$ cat config.mk
export PLATFORM = sky130hd
export DESIGN_NAME = instr_fetch
export DESIGN_NICKNAME = d
export VERILOG_FILES = /design/src/rtl/mips_pkg.sv /design/src/rtl/instr_fetch.sv
export SDC_FILE = /design/constraint.sdc
export NUM_CORES = 1
export LEC_CHECK = 0
export ABC_AREA = 1
export CORE_MARGIN = 4
export CORE_UTILIZATION = 30
export CTS_CLUSTER_DIAMETER = 40
export DETAILED_ROUTE_END_ITERATION = 7
export DONT_BUFFER_PORTS = 1
export PLACE_DENSITY_LB_ADDON = 0.08
export SYNTH_ARGS = -nofsm -noshare
export SYNTH_HDL_FRONTEND = slang
export SYNTH_SLANG_ARGS = --single-unit
$ cat constraint.sdc
create_clock -name clk -period 3.4 [get_ports clk]
set_input_delay 0.68 -clock clk [delete_from_list [all_inputs] [get_ports clk]]
set_output_delay 0.68 -clock clk [all_outputs]
set_load 0.02 [all_outputs]
$ cat src/rtl/mips_pkg.sv
// mips_pkg: shared constants and fetch state encoding for the MIPS pipeline.
package mips_pkg;
  localparam int WORD_W = 32;
  localparam logic [WORD_W-1:0] MIPS_NOP = 32'h0000_0000;
  localparam logic [WORD_W-1:0] MIPS_RESET_PC = 32'h0000_0000;
  typedef enum logic [1:0] {FETCH, HOLD, DROP} fetch_state_t;
endpackage

$ cat src/rtl/instr_fetch.sv
// instr_fetch: IF stage owning the PC, one-outstanding imem requests, IF/ID register and a one-entry skid.
// Ports:
//   clk, rst_n                 clock (rising edge), asynchronous active-low reset
//   imem_req, imem_addr        request/word-aligned address to instruction memory
//   imem_rvalid, imem_rdata    instruction memory response
//   id_stall                   decode cannot accept a new instruction
//   redirect, redirect_pc      squash and restart fetch at redirect_pc
//   instr, PC_4, id_valid      IF/ID register contents for decode
module instr_fetch
  import mips_pkg::*;
#(
  parameter logic [WORD_W-1:0] RESET_PC = mips_pkg::MIPS_RESET_PC,
  parameter logic [WORD_W-1:0] NOP_INSTR = mips_pkg::MIPS_NOP
) (
  input  logic              clk,
  input  logic              rst_n,
  output logic              imem_req,
  output logic [WORD_W-1:0] imem_addr,
  input  logic              imem_rvalid,
  input  logic [WORD_W-1:0] imem_rdata,
  input  logic              id_stall,
  input  logic              redirect,
  input  logic [WORD_W-1:0] redirect_pc,
  output logic [WORD_W-1:0] instr,
  output logic [WORD_W-1:0] PC_4,
  output logic              id_valid
);
  fetch_state_t r_state, w_state;
  logic [WORD_W-1:0] r_pc, r_req_addr, r_instr, r_pc_4, r_skid_instr, r_skid_pc_4;
  logic [WORD_W-1:0] w_pc, w_req_addr, w_instr, w_pc_4, w_skid_instr, w_skid_pc_4;
  logic r_id_valid, w_id_valid;
  logic w_slot_free;
  logic [WORD_W-1:0] w_redir_pc, w_pc_inc;

  assign imem_req  = r_state != HOLD;
  assign imem_addr = r_req_addr;
  assign instr     = r_instr;
  assign PC_4      = r_pc_4;
  assign id_valid  = r_id_valid;

  always_comb begin
    w_slot_free  = !r_id_valid || !id_stall;
    w_redir_pc   = redirect_pc & ~32'd3;
    w_pc_inc     = r_pc + 32'd4;
    w_state      = r_state;
    w_pc         = r_pc;
    w_req_addr   = r_req_addr;
    w_instr      = r_instr;
    w_pc_4       = r_pc_4;
    w_id_valid   = r_id_valid;
    w_skid_instr = r_skid_instr;
    w_skid_pc_4  = r_skid_pc_4;
    case (r_state)
      FETCH: begin
        if (redirect) begin
          w_id_valid = 1'b0;
          w_instr    = NOP_INSTR;
          w_pc       = w_redir_pc;
          // Without a response the old request is still outstanding; its address must stay put.
          if (imem_rvalid) w_req_addr = w_redir_pc;
          else w_state = DROP;
        end else if (imem_rvalid && w_slot_free) begin
          w_instr    = imem_rdata;
          w_pc_4     = w_pc_inc;
          w_id_valid = 1'b1;
          w_pc       = w_pc_inc;
          w_req_addr = w_pc_inc;
        end else if (imem_rvalid) begin
          w_skid_instr = imem_rdata;
          w_skid_pc_4  = w_pc_inc;
          w_pc         = w_pc_inc;
          w_req_addr   = w_pc_inc;
          w_state      = HOLD;
        end else if (w_slot_free) begin
          w_id_valid = 1'b0;
          w_instr    = NOP_INSTR;
        end
      end
      HOLD: begin
        if (redirect) begin
          w_id_valid = 1'b0;
          w_instr    = NOP_INSTR;
          w_pc       = w_redir_pc;
          w_req_addr = w_redir_pc;
          w_state    = FETCH;
        end else if (!id_stall) begin
          w_instr    = r_skid_instr;
          w_pc_4     = r_skid_pc_4;
          w_id_valid = 1'b1;
          w_state    = FETCH;
        end
      end
      default: begin
        w_id_valid = 1'b0;
        w_instr    = NOP_INSTR;
        if (redirect) w_pc = w_redir_pc;
        if (imem_rvalid) begin
          w_req_addr = redirect ? w_redir_pc : r_pc;
          w_state    = FETCH;
        end
      end
    endcase
  end

  always_ff @(posedge clk or negedge rst_n) begin
    if (!rst_n) begin
      r_state      <= FETCH;
      r_pc         <= RESET_PC;
      r_req_addr   <= RESET_PC;
      r_instr      <= NOP_INSTR;
      r_pc_4       <= '0;
      r_id_valid   <= 1'b0;
      r_skid_instr <= NOP_INSTR;
      r_skid_pc_4  <= '0;
    end else begin
      r_state      <= w_state;
      r_pc         <= w_pc;
      r_req_addr   <= w_req_addr;
      r_instr      <= w_instr;
      r_pc_4       <= w_pc_4;
      r_id_valid   <= w_id_valid;
      r_skid_instr <= w_skid_instr;
      r_skid_pc_4  <= w_skid_pc_4;
    end
  end
endmodule

# --- After elaboration in Yosys (flattened, before gate mapping) ---
# Index checks and enable logic that the tools add are counted.
classes:
  n_addsub: 1
  n_mux: 37
  n_reduce_logical: 12
  bitwise_logic: 2
  n_eq_ne: 16
op_table:
  columns: ["cell", "count"]
  rows:
  - ["2-to-1 mux 32 bit", 19]
  - ["case mux 32 bit (2 select lines)", 3]
  - ["adder 32 x 3 -> 32 bit, second input constant", 1]
  - ["!= test 3 bit, second input constant", 6]
  - ["2-to-1 mux 2 bit", 7]
  - ["!= test 4 bit, second input constant", 3]
  - ["!= test 2 bit, second input constant", 5]
  - ["AND reduction 5 bit", 2]
  - ["AND reduction 4 bit", 2]
  - ["2-to-1 mux 1 bit", 6]
  - ["case mux 2 bit (2 select lines)", 1]
  - ["AND reduction 3 bit", 1]
  - ["nonzero test 3 bit", 1]
  - ["== test 2 x 1 -> 1 bit, second input constant", 1]
  - ["logical NOT 1 bit", 2]
  - ["logical NOT 2 bit", 1]
  - ["!= test 2 x 1 -> 1 bit, second input constant", 1]
  - ["inverter 1 bit", 2]
  - ["case mux 1 bit (2 select lines)", 1]
  - ["nonzero test 2 bit", 1]
  - ["logical AND 1 bit", 1]
  - ["logical OR 1 bit", 1]
totals:
  elab_cells: 76
  out_inout_bits: 98
  in_bits: 69
  regBits: 195

# --- Longest topological paths before layout ---
# Gate-level depths: netlist of the first run.
depth:
  word_depth: 7
  depth_mapped: 13
  depth_no_buf: 12

# --- Worst setup path before layout of the first run ---
# Ideal clock, no wire load.
synth_path:
  path_kind: "reg2out"
  from: "reg r_state[1]"
  to: "out imem_req"
  n_path_buf: 1
  t_arrival_ns: 1.186
  path_slack_ns: 1.534
  path_stages_with_launch: 4
  required_ns: 2.720
  path_cell_list: "dfrtp_1 -> inv_1 -> nand2_1 -> clkbuf_1"
synth_via:
  elab_chain_len: 1
synth_lines:
  columns: ["element", "line", "rtl"]
  rows:
  - ["start, declared", "instr_fetch.sv:28", "fetch_state_t r_state, w_state;"]
  - ["start signal, assigned", "instr_fetch.sv:116", "r_state <= w_state;"]
  - ["!= test 2 x 1 -> 1 bit", "instr_fetch.sv:35", "assign imem_req = r_state != HOLD;"]
  - ["end, declared", "instr_fetch.sv:17", "output logic imem_req,"]
# Every way passes these cells.

# --- Worst setup path after layout of the first run ---
# Same ends and word-level chain as after synthesis.

==> run metrics, run 1 <==
count of flip-flops with a built-in enable after synthesis 0; Max Clock Skew 12.67 ps; synthesized flop and latch total 195; residual DRC count 0; share of the yosys chip area belonging to registers 0.4715; sort of element at the start of the critical path flip-flop; # H-tree levels 4; largest cells by area after synthesis sky130_fd_sc_hd__dfrtp_1 47%, sky130_fd_sc_hd__nand2_1 19%, sky130_fd_sc_hd__inv_1 5.8%; Post-CTS Setup Bufs 0; number of CTS-inserted buffers 17; Max Cap Viol 0; clock transition at the registers of the reported paths 80 ps; Total Power roughly 7.6 mW; Max Freq ~370 MHz; time the worst path needs with I/O delays and setup 2707 ps; routability congestion estimate just over 0.8; antenna diode count 0; via count 8,785; count of instances resized after the clock tree is built 0; result of the run finished, violations left; Slew Limit Fails 0; first-pass GRT wire length 52.20 mm; post-route cell area 0.01136 mm²; number of violations reported at the end of detailed-routing iteration 0 537; remaining max-slew budget at the tightest pin 0.4664; share of flip-flops with an asynchronous set or reset 1.000; Filler Cells Inserted 3,659; mean routed wirelength per cell 17.63 µm; clock latency of the later-clocked register in the worst-skew pair 450 ps; average instance area after synthesis 7.202 µm²; most used flip-flop cell after synthesis sky130_fd_sc_hd__dfrtp_1; total congestion overflow 0; violated checks negative hold slack; R2R Setup Slk 890 ps; power per unit of standard cell area approximately 670 mW/mm²; Num Clock Sinks 195; standby leakage power roughly 5.8 nW; Warnings, synthesis 0; num ports 167; vertical die dimension a little under 200 µm; Post-DP Area around 0.011 mm²; total wire length around 33 mm; footprint of the flip-flops and latches a little under 0.005 mm²; initial antenna violation count 0; CTS tree done; row count 67; library cell occupying the most area in the post-synthesis netlist sky130_fd_sc_hd__dfrtp_1; data arrival time at the worst-slack endpoint between 2000 and 2500 ps; endpoint of the lowest-slack register-to-register path PC_4[2]; CP max FO 14; maximum number of pins on one net before global-route repair between 150 and 200; number of standard cells after synthesis 1,437; most frequent cells after synthesis 534 x sky130_fd_sc_hd__nand2_1, 195 x sky130_fd_sc_hd__dfrtp_1, 160 x sky130_fd_sc_hd__inv_1, 100 x sky130_fd_sc_hd__o21ai_0, 94 x sky130_fd_sc_hd__nor2_1; most common cell in the synthesized netlist sky130_fd_sc_hd__nand2_1; hold violation total from the final report 195; type of the most critical hold path in -> async; Final HPWL DP 21.59 mm; fraction of layout instances using a drive strength above 1 0.05857; number of iterations in the first detailed-routing pass 5; Floorplan Core Area 0.03378 mm²; Critical Path RT between 2000 and 3000 ps; Hold Slack -77.17 ps; worst ir drop on vdd 0.3675 mV; library cell used as clock root buffer sky130_fd_sc_hd__clkbuf_16; setup repair after global routing missed its margin false; layout overhead on the synthesized area 9.781%; count of cell types in the netlist 44; Reg2Reg Launch Point r_state[1]; remaining number of nets flagged by the antenna check after routing 0; overall die width about 190 µm; depth of the worst register-to-register path 10; count of final setup violators 0; capturing element type of the critical path primary output; area of the die ~0.038 mm²; slew at the pin with the worst max-slew slack around 800 ps; via count of the first global-routing pass 8,575; effective utilization at floorplan 0.3063; total negative slack for setup checks 0 ps; number of nets in the layout approximately 1,500; Worst Path Class, Setup reg -> out; Mapped Area 0.01035 mm²; Net Count, Synth 1,507; Tcrit/Tclk final 0.7962; area of the multi-input gates 0.004517 mm²; combined global-route utilization of all metal layers 0.1756; Port Buffers 0; maximum buffer depth of the clock tree 2; per-cell via count in the routed design 4.710; post-synth top area share 0.4715
## critical path: stages (launching register included)
cell and delay, ps:
sky130_fd_sc_hd__dfrtp_1 710, sky130_fd_sc_hd__buf_4 350, sky130_fd_sc_hd__inv_1 80, sky130_fd_sc_hd__nand2_1 430
## sequential cells by signal, summed over array words and instances, names as in the netlist
name / count
r_pc: 32
r_skid_instr: 32
r_skid_pc_4: 32
instr: 32
imem_addr: 32
r_state: 2
id_valid: 1
PC_4: 32
## report_power, final
group | internal, mW | total, mW | switching, mW
Clock | 1.14 | 2.17 | 1.03
Combinational | 0.572 | 1.61 | 1.03
Sequential | 2.97 | 3.86 | 0.886
## cells by family (layout without fill, tap and decap cells)
kind of cell / count (synthesis) / count (layout) / synth area share
adders and majority gates: 1 / 1 / 0.001209
DFF: 195 / 195 / 0.4715
AOI/OAI and AO/OA: 229 / 229 / 0.1225
buffers and inverters: 241 / 221 / 0.09249
xor gates and xnor gates: 14 / 14 / 0.01185
and+or+nand+nor: 757 / 757 / 0.3004
## stage by stage
step / setup slack (ps) / util / hold slack [ps] / instances
floorplan: 1534 / - / 384.4 / 1437
global route: 541.0 / 0.3363 / -108.8 / 1865
detailed placement: 553.1 / 0.3182 / 389.3 / 1833
finish: 692.9 / 0.3363 / -77.17 / 1865
CTS: 614.1 / 0.3363 / -110.8 / 1865
global placement: 618.9 / 0.3182 / 389.5 / 1833
## per-layer routing
layer / GRT usage / routed length [µm]
met5: 0 / 0
met3: 0.05334 / 2240
met2: 0.2642 / 14340
met1: 0.2473 / 15850
met4: 0.04511 / 451
## final cells by class
class / count / share of cell area
multi-input cells: 1001 / 0.3976
flip-flops and latches: 195 / 0.4295
repair buffers: 19 / 0.01366
clock inverters: 13 / 0.01465
well taps: 448 / 0.04934
clock buffers: 19 / 0.03899
inverters: 170 / 0.05628
## how the worst max path moves through the flow
stage                     startpoint  slack, ps       end
after detailed placement    redirect        550   PC_4[2]
after CTS                 r_state[1]        610  imem_req
after global placement      redirect        620   PC_4[7]
final                     r_state[1]        690  imem_req
after floorplan           r_state[1]       1530  imem_req
after global routing      r_state[1]        540   PC_4[2]
## placed cells by master (no fill, tap or decap), types with 2 or more instances in the layout
cell type,netlist,final
sky130_fd_sc_hd__o2bb2ai_1,8,8
sky130_fd_sc_hd__or2_0,10,10
sky130_fd_sc_hd__o21bai_1,2,2
sky130_fd_sc_hd__nand3b_1,11,11
sky130_fd_sc_hd__o22a_1,2,2
sky130_fd_sc_hd__and2_1,2,2
sky130_fd_sc_hd__or2_1,4,4
sky130_fd_sc_hd__nor2_4,1,2
sky130_fd_sc_hd__nor2_1,94,94
sky130_fd_sc_hd__bufinv_16,0,2
sky130_fd_sc_hd__xnor2_1,2,2
sky130_fd_sc_hd__nand2_1,534,534
sky130_fd_sc_hd__clkbuf_16,0,17
sky130_fd_sc_hd__o21ai_0,100,100
sky130_fd_sc_hd__a31oi_1,9,9
sky130_fd_sc_hd__dfrtp_1,195,195
sky130_fd_sc_hd__nand3_1,76,76
sky130_fd_sc_hd__buf_4,3,18
sky130_fd_sc_hd__inv_6,0,4
sky130_fd_sc_hd__a22oi_1,3,3
sky130_fd_sc_hd__o22ai_1,20,20
sky130_fd_sc_hd__or2_2,11,11
sky130_fd_sc_hd__clkinv_2,1,2
sky130_fd_sc_hd__nand4_1,4,4
sky130_fd_sc_hd__inv_2,9,9
sky130_fd_sc_hd__o211ai_1,3,3
sky130_fd_sc_hd__xor2_1,12,12
sky130_fd_sc_hd__nand2_2,3,3
sky130_fd_sc_hd__inv_1,160,160
sky130_fd_sc_hd__a21oi_1,77,77
sky130_fd_sc_hd__inv_8,0,3
No activity file was read; power rests on OpenSTA's default activity.
==> inputs of run 2 (changes only) <==
clock period = 2.75 ns   (was 3.4 ns; I/O delays follow)
==> run 2 against run 1 <==
Net effect: critical path type unchanged; global-route usage hardly changed; first-iteration DRC count decreased by 18%; the run still ends with negative hold slack left; non-clock buffer count rose by 5; highest routed layer is now met5.
==> run metrics, run 2 (synthesis gave the netlist of run 1 again) <==
clock latency of the later-clocked register in the worst-skew pair 450 ps (about the same); Place WS 404.3 ps (-148.8 ps); number of iterations in the first detailed-routing pass 5 (unchanged); least setup slack across all paths after layout 254.2 ps (-438.7 ps); num ports 167 (unchanged); clock share of power 0.295 (+0.011); slowest cell delay on critical path 540 ps (-170 ps); overall die width 193.7 µm (unchanged); area of the multi-input gates 0.004517 mm² (unchanged); via count 8,841 (+0.64%); Tcrit/Tclk final 0.9076; critical path launch point r_state[1]; maximum buffer depth of the clock tree 2 (unchanged); power dissipated by switching net loads 3.670 mW (+24%); Slew Limit Fails 0 (unchanged); count of instances resized after the clock tree is built 0 (unchanged); mean routed wirelength per cell 17.68 µm (+0.31%); Sw Share 0.3816 (-0.005367); fraction of layout instances using a drive strength above 1 0.06259 (+0.004013); Post-DP Area 0.01081 mm² (+0.58%); maximum number of pins on one net before global-route repair 196 (unchanged); type of the most critical hold path in -> async; clock transition at the registers of the reported paths 80 ps (about the same); setup repair after global routing missed its margin false; Max Freq approximately 400 MHz; top library cells by usage in the layout, fill and taps aside 534 x sky130_fd_sc_hd__nand2_1, 195 x sky130_fd_sc_hd__dfrtp_1, 160 x sky130_fd_sc_hd__inv_1; result of the run finished, violations left; footprint of the flip-flops and latches 0.004880 mm² (unchanged); CP max FO 24 (+10); initial antenna violation count 1 (+1); Max Cap Viol 0 (unchanged); Hold Slack -208.1 ps (-131.0 ps); Num Clock Sinks 195 (unchanged); number of CTS-inserted buffers 17 (unchanged); area of the die 0.03753 mm² (unchanged); power per unit of standard cell area 839.4 mW/mm² (+25%); Floorplan Core Area 0.03378 mm² (unchanged); Final HPWL DP 21.77 mm (+0.85%); violated checks negative hold slack; residual DRC count 0 (unchanged); Worst Path Class, Setup reg -> out; data arrival time at the worst-slack endpoint 1950 ps (-80 ps); worst-path cell chain buf_4, inv_1, nand2_1, buf_12; P_int 5.948 mW (+27%); Reg2Reg Launch Point r_pc[2]; capturing element type of the critical path primary output; vertical die dimension 193.7 µm (unchanged); layout overhead on the synthesized area 10.72%; standby leakage power 5.869 nW (+0.81%); per-cell via count in the routed design 4.728 (+0.37%); worst-path cell with the longest stage delay sky130_fd_sc_hd__dfrtp_1; total congestion overflow 0 (unchanged); number of nets in the layout 1,479 (+0.34%); antenna diode count 0 (unchanged); portion of total power attributed to sequential cells 0.495 (-0.010); dpl cells 1,838 (+0.27%); final cell utilization of the core 0.3392 (+0.002889); hold violation total from the final report 195 (unchanged); count of final setup violators 0 (unchanged); slew at the pin with the worst max-slew slack 793.6 ps (-6.715 ps); time the worst path needs with I/O delays and setup 2496 ps; Final Instance Count excl. Fillers 1,870 (+0.27%); sort of element at the start of the critical path flip-flop; # H-tree levels 4 (unchanged); row count 67 (unchanged); Port Buffers 0 (unchanged); Total Power 9.618 mW (+26%); routability congestion estimate 0.8119 (+0.47%); Critical Path RT 2200 ps (-520 ps); CTS tree done; combined global-route utilization of all metal layers 0.1755 (about the same); effective utilization at floorplan 0.3063 (unchanged); remaining max-slew budget at the tightest pin 0.4709 (+0.004477); Post-CTS Setup Bufs 0 (unchanged); worst ir drop on vdd 0.5165 mV (+41%); commonest non-fill, non-tap cell in the layout sky130_fd_sc_hd__nand2_1; total wire length 33.07 mm (+0.58%); total negative slack for setup checks 0 ps (unchanged); Logic pwr share 0.210 (about the same); post-route cell area 0.01146 mm² (+0.86%); Max Clock Skew 11.89 ps (-0.7781 ps); via count of the first global-routing pass 8,480 (-1.1%); number of violations reported at the end of detailed-routing iteration 0 443 (-18%); first-pass GRT wire length 51.85 mm (-0.66%); remaining number of nets flagged by the antenna check after routing 0 (unchanged); library cell used as clock root buffer sky130_fd_sc_hd__clkbuf_16; Filler Cells Inserted 3,659 (unchanged)
-- run 2: cell types whose count changed in the layout (fill, tap and decap cells not counted), sizes merged --
| cell | change |
|---|---|
| inv | -2 |
| buf | +5 |
| bufinv | +2 |
| clkinv | +1 |
| clkinvlp | +1 |
| clkbuf | -2 |
-- run 2: worst paths after layout --
check	end	slack, ps	depth (start not counted)
hold reg to reg	r_skid_pc_4[9]	470	2
min in group clk	r_pc[0]	150	1
setup / recovery	imem_req	250	4
hold / removal	instr[6]	-210	0
max in group asynchronous	r_pc[23]	2650	0
setup reg to reg	imem_addr[18]	430	10
-- run 2: layer usage --
layer,global-route usage,wire [µm],vias to the layer above,share of wire
li1,-,-,4450,-
met1,0.2482,16180,4178,0.49
met2,0.2596,14210,186,0.43
met3,0.06203,2303,25,0.070
met4,0.03881,367,2,0.011
met5,0,13,-,0.00039
-- run 2: power groups by stage --
stage	registers, mW	logic (mW)	clock network [mW]
after floorplan	4.56	1.55	0
after global placement	4.84	1.99	0
after detailed placement	4.85	2.02	0
after CTS	4.79	2.04	2.94
after global routing	4.89	2.36	3.06
final	4.76	2.02	2.84
-- run 2: layout make-up --
class,count,share of cell area
inverters,170,0.05580
clock buffers,17,0.03713
multi-input cells,1001,0.3942
well taps,448,0.04892
clock inverters,15,0.01911
repair buffers,24,0.01900
flip-flops and latches,195,0.4259
-- run 2: worst max-delay path: cells and delay by family (launching register included) --
| kind | cells | cell delay [ps] |
|---|---|---|
| flops | 1 | 540 |
| simple gates | 1 | 280 |
| buf+inv | 3 | 660 |
==> inputs of run 3 (changes only) <==
CORE_MARGIN = not set   (was 4)
==> run 3 against run 2 <==
Net effect: the flow still finishes with violations (negative hold slack); clock skew about the same; worst hold slack better by 1.3 ps; first-iteration DRC count increased by 9.9%; non-clock buffer count is the same; clock-buffer cell count rose by 5; sequential power is essentially flat; largest power group unchanged; highest routed layer is now met4.
==> run metrics, run 3 (synthesis gave the netlist of run 1 again) <==
CP max FO 6 (-75%); num ports 167 (unchanged); final cell utilization of the core 0.3375 (-0.001718); time the worst path needs with I/O delays and setup 2275 ps (-220.7 ps); number of nets in the layout 1,479 (unchanged); Logic pwr share 0.216 (+0.006); Num Clock Sinks 195 (unchanged); combined global-route utilization of all metal layers 0.1863 (+0.01080); Final HPWL DP 20.79 mm (-4.5%); mean routed wirelength per cell 17.04 µm (-3.6%); layout overhead on the synthesized area 9.890%; clock share of power 0.271 (-0.024); Port Buffers 0 (unchanged); first-pass GRT wire length 50.54 mm (-2.5%); data arrival time at the worst-slack endpoint 2660 ps (+710 ps); clock latency of the later-clocked register in the worst-skew pair 450 ps (about the same); Filler Cells Inserted 3,645 (-0.38%); initial antenna violation count 0 (-1); area of the die 0.03524 mm² (-6.1%); library cell used as clock root buffer sky130_fd_sc_hd__clkbuf_16; maximum buffer depth of the clock tree 2 (unchanged); portion of total power attributed to sequential cells 0.513 (+0.018); Critical Path RT 3130 ps (+930 ps); worst ir drop on vdd 0.4331 mV (-16%); type of the most critical hold path in -> async; top library cells by usage in the layout, fill and taps aside 534 x sky130_fd_sc_hd__nand2_1, 195 x sky130_fd_sc_hd__dfrtp_1, 160 x sky130_fd_sc_hd__inv_1; Worst Path Class, Setup reg -> reg; clock transition at the registers of the reported paths 80 ps (about the same); number of CTS-inserted buffers 17 (unchanged); vertical die dimension 187.7 µm (-3.1%); sort of element at the start of the critical path flip-flop; row count 67 (unchanged); overall die width 187.7 µm (-3.1%); commonest non-fill, non-tap cell in the layout sky130_fd_sc_hd__nand2_1; slew at the pin with the worst max-slew slack 812.1 ps (+18.50 ps); hold violation total from the final report 195 (unchanged); post-route cell area 0.01137 mm² (-0.75%); per-cell via count in the routed design 4.671 (-1.2%); number of violations reported at the end of detailed-routing iteration 0 487 (+9.9%); Max Freq 439.5 MHz (+9.7%); total wire length 31.87 mm (-3.6%); CTS tree done; count of instances resized after the clock tree is built 0 (unchanged); total negative slack for setup checks 0 ps (unchanged); Max Cap Viol 0 (unchanged); setup repair after global routing missed its margin false; remaining number of nets flagged by the antenna check after routing 0 (unchanged); total congestion overflow 0 (unchanged); P_int 5.671 mW (-4.7%); standby leakage power 5.833 nW (-0.61%); routability congestion estimate 0.8233 (+1.4%); Floorplan Core Area 0.03370 mm² (-0.25%); effective utilization at floorplan 0.3071 (+0.0007620); violated checks negative hold slack; count of final setup violators 0 (unchanged); antenna diode count 0 (unchanged); fraction of layout instances using a drive strength above 1 0.06188 (-0.0007032); remaining max-slew budget at the tightest pin 0.4586 (-0.01233); Post-CTS Setup Bufs 0 (unchanged); Max Clock Skew 11.97 ps (+0.08140 ps); power dissipated by switching net loads 3.591 mW (-2.1%); via count 8,735 (-1.2%); Slew Limit Fails 0 (unchanged); capturing element type of the critical path flip-flop; maximum number of pins on one net before global-route repair 196 (unchanged); Hold Slack -206.8 ps (+1.324 ps); power per unit of standard cell area 814.4 mW/mm² (-3.0%); Tcrit/Tclk final 0.8273 (-0.08025); number of iterations in the first detailed-routing pass 5 (unchanged); via count of the first global-routing pass 8,484 (+0.047%); result of the run finished, violations left; residual DRC count 0 (unchanged); depth of the worst register-to-register path 10 (unchanged); Post-DP Area 0.01080 mm² (-0.12%); Sw Share 0.3877 (+0.006159); # H-tree levels 4 (unchanged)
run 3: layer usage:
metal  wire, µm  global-route usage
met1      15480              0.2616
met2      13800              0.2795
met5          0                   0
met4        340             0.04346
met3       2247             0.05521
run 3: layout make-up:
| type | count | area [µm²] | share of cell area |
|---|---|---|---|
| clock buffer | 22 | 484.2 | 0.04258 |
| clock inverter | 10 | 86.33 | 0.007592 |
| inverter | 170 | 639.4 | 0.05622 |
| multi-input combinational | 1001 | 4517 | 0.3972 |
| sequential | 195 | 4880 | 0.4291 |
| tap | 448 | 560.5 | 0.04929 |
| timing repair buffer | 24 | 205.2 | 0.01804 |
run 3: through the flow:
step,total power [mW],std cells,setup slack (ps)
5_1_grt,9.927,1870,239.9
3_3_place_gp,6.800,1838,416.6
2_1_floorplan,6.106,1437,1014
6_report,9.262,1870,474.9
4_1_cts,9.403,1870,430.3
3_5_place_dp,6.830,1838,417.9
run 3: worst max-delay path, cell delays in order (launching register included):
cell and delay [ps]:
sky130_fd_sc_hd__dfrtp_1 450, sky130_fd_sc_hd__ha_1 240, sky130_fd_sc_hd__nand2_1 80, sky130_fd_sc_hd__nor2_1 160
sky130_fd_sc_hd__nand2_1 170, sky130_fd_sc_hd__nor2_1 350, sky130_fd_sc_hd__xor2_1 390, sky130_fd_sc_hd__nand2_1 170
sky130_fd_sc_hd__nand3_1 110, sky130_fd_sc_hd__nand2_1 50, sky130_fd_sc_hd__inv_1 40
run 3: power groups by stage:
stage                     combinational [mW]  sequential (mW)  clock (mW)
after floorplan                         1.55             4.56           0
after global placement                  1.98             4.82           0
after detailed placement                2.01             4.82           0
after CTS                               2.03             4.77        2.61
after global routing                    2.34             4.87        2.71
final                                   2.00             4.75        2.51
run 3: final timing paths:
check / from / to / slack [ps]
max in group asynchronous: rst_n / r_pc[16] / 2610
min in group clk: redirect / r_pc[1] / 160
worst min register to register: r_skid_pc_4[9] / r_skid_pc_4[9] / 480
worst max-delay path: r_pc[2] / imem_addr[12] / 470
worst min-delay path: rst_n / instr[9] / -210
worst max register to register: r_pc[2] / imem_addr[12] / 470
